==> src/rtl/prog_load_arbiter_pkg.sv <==
// Shared types and constants for the UART program loader.
// Imported by the arbiter and its byte assembler.
package prog_load_arbiter_pkg;

   typedef enum logic [2:0] {
      RUN,
      COLLECT,
      WRITE,
      FINISH,
      ERROR
   } state_t;

   localparam int ByteIdxW = 2;
   localparam int DefTimeout = 1_000_000;
   localparam logic [31:0] ZeroWord = 32'h0000_0000;

endpackage

==> src/rtl/prog_load_arbiter_byte_assembler.sv <==
// Packs received bytes little-endian into a 32-bit word.
// word_valid rises once all four bytes of a word are held.
module byte_assembler
   import prog_load_arbiter_pkg::*;
(
   input  logic                clock,
   input  logic                reset,
   input  logic                clear,
   input  logic                byte_en,
   input  logic [7:0]          byte_in,
   output logic [31:0]         word,
   output logic [ByteIdxW-1:0] byte_idx,
   output logic                word_valid
);

   always_ff @(posedge clock) begin
      if (reset || clear) begin
         word       <= ZeroWord;
         byte_idx   <= '0;
         word_valid <= 1'b0;
      end else if (byte_en) begin
         // shift right so the first byte ends up in bits 7:0
         word       <= {byte_in, word[31:8]};
         byte_idx   <= byte_idx + ByteIdxW'(1);
         word_valid <= (byte_idx == '1);
      end
   end

endmodule

==> src/rtl/prog_load_arbiter.sv <==
// Instruction-memory port arbiter: CPU fetch in RUN,
// UART word writes while a program load is in progress.
module prog_load_arbiter
   import prog_load_arbiter_pkg::*;
#(
   parameter int ADDR_W  = 14,
   parameter int TIMEOUT = DefTimeout
) (
   input  logic              clock,
   input  logic              reset,
   input  logic              load_req,
   input  logic              rx_valid,
   input  logic [7:0]        rx_data,
   output logic              rx_ready,
   input  logic [ADDR_W-1:0] cpu_addr,
   output logic [ADDR_W-1:0] rom_addr,
   output logic              rom_we,
   output logic [31:0]       rom_wdata,
   output logic              cpu_stall,
   output logic              load_done,
   output logic              load_err,
   output logic [ADDR_W:0]   word_count
);

   localparam int TmoW = $clog2(TIMEOUT + 1);

   state_t              state;
   state_t              state_nx;
   logic [ADDR_W-1:0]   waddr;
   logic [TmoW-1:0]     tmo;
   logic                err_q;
   logic                accept;
   logic                tmo_hit;
   logic                clear;
   logic                we_int;
   logic [31:0]         word;
   logic [ByteIdxW-1:0] idx;
   logic                word_valid;

   byte_assembler u_asm (
      .clock      (clock),
      .reset      (reset),
      .clear      (clear),
      .byte_en    (accept),
      .byte_in    (rx_data),
      .word       (word),
      .byte_idx   (idx),
      .word_valid (word_valid)
   );

   // a falling load_req blocks acceptance of a same-cycle byte
   assign accept  = (state == COLLECT) && load_req && rx_valid;
   assign tmo_hit = (idx != '0) && !accept
                 && (tmo == TmoW'(TIMEOUT - 1));

   always_comb begin
      state_nx  = state;
      rx_ready  = 1'b0;
      cpu_stall = 1'b1;
      we_int    = 1'b0;
      rom_addr  = waddr;
      load_done = 1'b0;
      clear     = 1'b0;
      unique case (state)
         RUN: begin
            cpu_stall = 1'b0;
            rom_addr  = cpu_addr;
            if (load_req) begin
               state_nx = COLLECT;
               clear    = 1'b1;
            end
         end
         COLLECT: begin
            rx_ready = load_req;
            if (!load_req)
               state_nx = (idx == '0) ? FINISH : ERROR;
            else if (tmo_hit)
               state_nx = ERROR;
            else if (accept && idx == '1)
               state_nx = WRITE;
         end
         WRITE: begin
            we_int   = word_valid;
            clear    = 1'b1;
            state_nx = (waddr == '1) ? FINISH : COLLECT;
         end
         FINISH: begin
            load_done = 1'b1;
            state_nx  = RUN;
         end
         ERROR: begin
            clear = 1'b1;
            if (!load_req) state_nx = RUN;
         end
         default: state_nx = RUN;
      endcase
   end

   assign rom_we    = we_int && !reset;
   assign rom_wdata = rom_we ? word : ZeroWord;
   assign load_err  = err_q;

   always_ff @(posedge clock) begin
      if (reset) begin
         state      <= RUN;
         waddr      <= '0;
         word_count <= '0;
         tmo        <= '0;
         err_q      <= 1'b0;
      end else begin
         state <= state_nx;
         if (state == RUN && load_req) begin
            waddr      <= '0;
            word_count <= '0;
            err_q      <= 1'b0;
         end
         if (state == WRITE && word_valid) begin
            waddr      <= waddr + ADDR_W'(1);
            word_count <= word_count + (ADDR_W + 1)'(1);
         end
         if (state_nx == ERROR && state != ERROR)
            err_q <= 1'b1;
         if (state == COLLECT && idx != '0 && !accept)
            tmo <= tmo + TmoW'(1);
         else
            tmo <= '0;
      end
   end

endmodule
==> config.mk <==
export PLATFORM = sky130hd
export DESIGN_NAME = prog_load_arbiter
export DESIGN_NICKNAME = d
export VERILOG_FILES = /design/src/rtl/prog_load_arbiter_pkg.sv /design/src/rtl/prog_load_arbiter_byte_assembler.sv /design/src/rtl/prog_load_arbiter.sv
export SDC_FILE = /design/constraint.sdc
export NUM_CORES = 1
export LEC_CHECK = 0
export BUFFER_PORTS_ARGS = -buffer_cell sky130_fd_sc_hd__buf_2
export CORE_MARGIN = 2
export CORE_UTILIZATION = 55
export CTS_CLUSTER_DIAMETER = 150
export CTS_CLUSTER_SIZE = 40
export DETAILED_ROUTE_END_ITERATION = 8
export GPL_TIMING_DRIVEN = 0
export PLACE_DENSITY = 0.77
export SLEW_MARGIN = 10
export SYNTH_ARGS = -nofsm -noshare
export SYNTH_HDL_FRONTEND = slang
export SYNTH_HIERARCHICAL = 1
export SYNTH_SLANG_ARGS = --single-unit
==> constraint.sdc <==
create_clock -name clock -period 2.4 [get_ports clock]
set_input_delay 0.6 -clock clock [delete_from_list [all_inputs] [get_ports clock]]
set_output_delay 0.6 -clock clock [all_outputs]
set_load 0.005 [all_outputs]
==> flow_metrics.py <==
metrics = {
    "run_status": {
        "run_status": "completed",
    },
    "timing": {
        "grt_setup_unrepaired": "yes",
        "fin_ws_ns": 0.04029,
        "relSlewSlack": 0.3605,
        "skew_ns": 0.008208,
        "finalCriticalPeriod_ns": 2.360,
        "holdWs_ns": 0.4443,
        "final-hold-violation-count": 0,
        "setup_viol": 0,
        "timing.final.crit_share": 0.9832,
        "drv_slew": 0,
        "fmax_ghz": 0.4238,
        "setup_tns_ns": 0,
        "worst_pin_slew_ns": 0.9459,
    },
    "logic_synthesis": {
        "ys_types": 57,
        "ys_ff_latch": 88,
        "synth_common_cells": "dfxtp_1, nor2_1, and2_1",
        "yosysWarnings": 6,
        "syn_inst": 504,
        "netlist_area_um2": 4481,
        "syn_nets": 534,
        "synth_top_area_share": 0.3932,
        "synth_top_cell_by_area": "dfxtp_1",
        "syn_avg_cell_area_um2": 8.890,
        "yosysSeqAreaShare": 0.3932,
        "synth_flop_cell": "dfxtp_1",
        "synth_edf_count": 0,
        "ys_async_sr_fraction": 0,
        "netlist_top_cells_area": "dfxtp_1, mux2i_1, nor2_1",
        "yosysMostFrequentCell": "dfxtp_1",
    },
    "floorplanning": {
        "row_count": 32,
        "core_um2": 7807,
        "die_area_um2": 8884,
        "start_util": 0.5739,
        "io_pins": 92,
        "chipHeight_um": 94.26,
        "fp.dieW_um": 94.26,
    },
    "drt": {
        "viasPerCell": 5.697,
        "drt_iter0_drc": 189,
        "dr.pass1.iters": 5,
        "wirelength_um": 10610,
        "vias": 4085,
        "wl_per_cell_um": 14.79,
        "ant_nets": 0,
        "drc": 0,
    },
    "placement": {
        "place_inst": 697,
        "gp_congestion": 0.8211,
        "dp_hpwl_um": 7495,
        "io_buffers": 91,
        "dp_slack_ns": -0.2066,
    },
    "pwr": {
        "p_leak_nw": 2.056,
        "vdd_drop_max_mv": 0.3068,
        "p_per_area_nw_per_um2": 536.0,
    },
    "finish": {
        "layout.cells.non_filler": 717,
        "fin_util": 0.6894,
        "diodes": 0,
        "synthToLayoutAreaGrowth_pct": 20.13,
        "multi_input_area_um2": 2500,
        "fillerInstances": 666,
        "drive_gt1_frac": 0.2618,
        "num-nets-final": 640,
        "ff_latch_area_um2": 1765,
    },
    "critical_path": {
        "end_kind": "primary output",
        "path_max_fanout": 10,
        "reg2reg_depth": 7,
        "worst-r2r-setup-slack_ns": 0.31,
        "required_ns": 1.80,
        "crit_arrival_ns": 1.76,
        "timing.rr.start": "state[0]",
        "critPathLaunchType": "flip-flop",
        "crit_type": "reg2out",
        "r2r_end": "word_count[8]",
    },
    "global_route": {
        "met2_usage": 0.4054,
        "gr-usage-met1": 0.3074,
        "grt_remaining_overflow": 0,
        "grt_pass1_wl_um": 17260,
        "top_usage_layer": "met2",
        "grt_pass1_vias": 3791,
        "use_met3": 0.04655,
        "grt_max_degree": 17,
        "grt_use_total": 0.2442,
        "grt_antenna_before_repair": 0,
    },
    "worst_hold_path": {
        "min_delay_path_depth": 1,
        "min-delay-start": "tmo[0]",
        "hp-class": "reg2reg",
        "hold_path_end": "tmo[0]",
    },
    "run": {
        "drv_cap": 0,
    },
    "clock_tree": {
        "clk_latency_ns": 0.37,
        "clk_pin_slew_worst_paths_ns": 0.09,
        "hold_buffers": 0,
        "cts_made_buffers": 9,
        "cts_tree": "done",
        "clock-root-buffer": "clkbuf_8",
        "h-tree-depth": 3,
        "clockBufferDepth": 2,
        "cts_sinks": 88,
    },
}
flip-flops by register name, summed over array words and instances (netlist names):
register          cells
word_count           15
u_asm/word_valid      1
tmo                  20
u_asm/byte_idx        2
u_asm/word           32
load_err              1
waddr                14
state                 3
critical path: stages (launching register included):
cell and delay, ns:
dfxtp_1 0.31, buf_4 0.16, nand4bb_4 0.27, nor2_4 0.20, buf_4 0.19, and2_1 0.15
buf_2 0.11
how the worst max path moves through the flow:
stage | start | to | slack (ns) | cells past startpoint
global placement | state[1] | rom_addr[12] | -0.15 | 5
floorplan | state[1] | rom_addr[10] | 0.23 | 4
detailed placement | state[1] | rom_addr[12] | -0.21 | 5
CTS | state[2] | rom_wdata[16] | 0.007 | 6
finish | state[0] | rom_wdata[8] | 0.04 | 6
global route | state[0] | rom_wdata[30] | -0.04 | 6
routing by layer:
| layer | part of all wire | routed length (µm) |
|---|---|---|
| met2 | 0.48 | 5105 |
| met1 | 0.45 | 4809 |
| met5 | 0 | 0 |
| met4 | 0.021 | 228 |
| met3 | 0.044 | 464 |
cell usage in the layout, fill, tap and decap left out, types with 4 or more instances in the layout:
cell      synthesis  layout
buf_2             1      91
dfxtp_1          88      87
nor2_1           72      71
and2_1           38      38
mux2i_1          36      36
nand2_1          26      26
a21oi_1          25      25
clkbuf_1         21      17
mux2_2           16      16
o21ai_0          15      15
nand3_1          15      15
nand4_1          14      14
buf_6             8      10
clkbuf_8          0      10
or3_1            10      10
nor3_1            9       9
xor2_1            8       8
buf_4             1       7
inv_1             6       6
and4_1            6       6
a311oi_1          5       5
and3_1            5       5
a211oi_1          4       4
nand3b_1          4       4
o21a_1            4       4
nand4b_1          4       4
nor4b_1           4       4
nor3b_1           4       4
a31oi_1           4       4
ha_1              4       4
cells by family (layout without fill, tap and decap cells):
group                    count (synthesis)  count (layout)  share of synthesized area
AO/OA/AOI/OAI                           77              77                     0.1123
adder cells (fa/ha/maj)                  4               4                    0.01117
flip-flops                              88              88                     0.3932
multiplexers                            52              52                     0.1206
XOR/XNOR                                11              11                    0.02150
buffers and inverters                   40             151                    0.05557
AND/OR/NAND/NOR                        232             232                     0.2857
final cells by class:
cell class	instances	share of cell area
well taps	102	0.02371
clock inverters	7	0.01860
repair buffers	95	0.09089
multi-input cells	376	0.4644
plain buffers	34	0.04719
flip-flops and latches	88	0.3280
inverters	6	0.004184
clock buffers	9	0.02301
per-stage QoR:
step	area, µm²	total power [W]
4_1_cts	5359	0.002886
3_5_place_dp	5064	0.001725
2_1_floorplan	4481	0.001647
6_report	5383	0.002885
3_3_place_gp	5064	0.001721
5_1_grt	5383	0.002965
what timing repair did:
| item | CTS | global route |
|---|---|---|
| pin swaps | 1 | 3 |
| resized for setup | 16 | 7 |
| setup buffers | 2 | 2 |
| setup endpoints to repair | 48 | 40 |
power breakdown:
part           total, W  internal, W  switching [W]
sequential      0.00147      0.00146     0.00000540
combinational  0.000238     0.000115       0.000122
clock           0.00118     0.000598       0.000581
No activity file was read; power rests on OpenSTA's default activity.
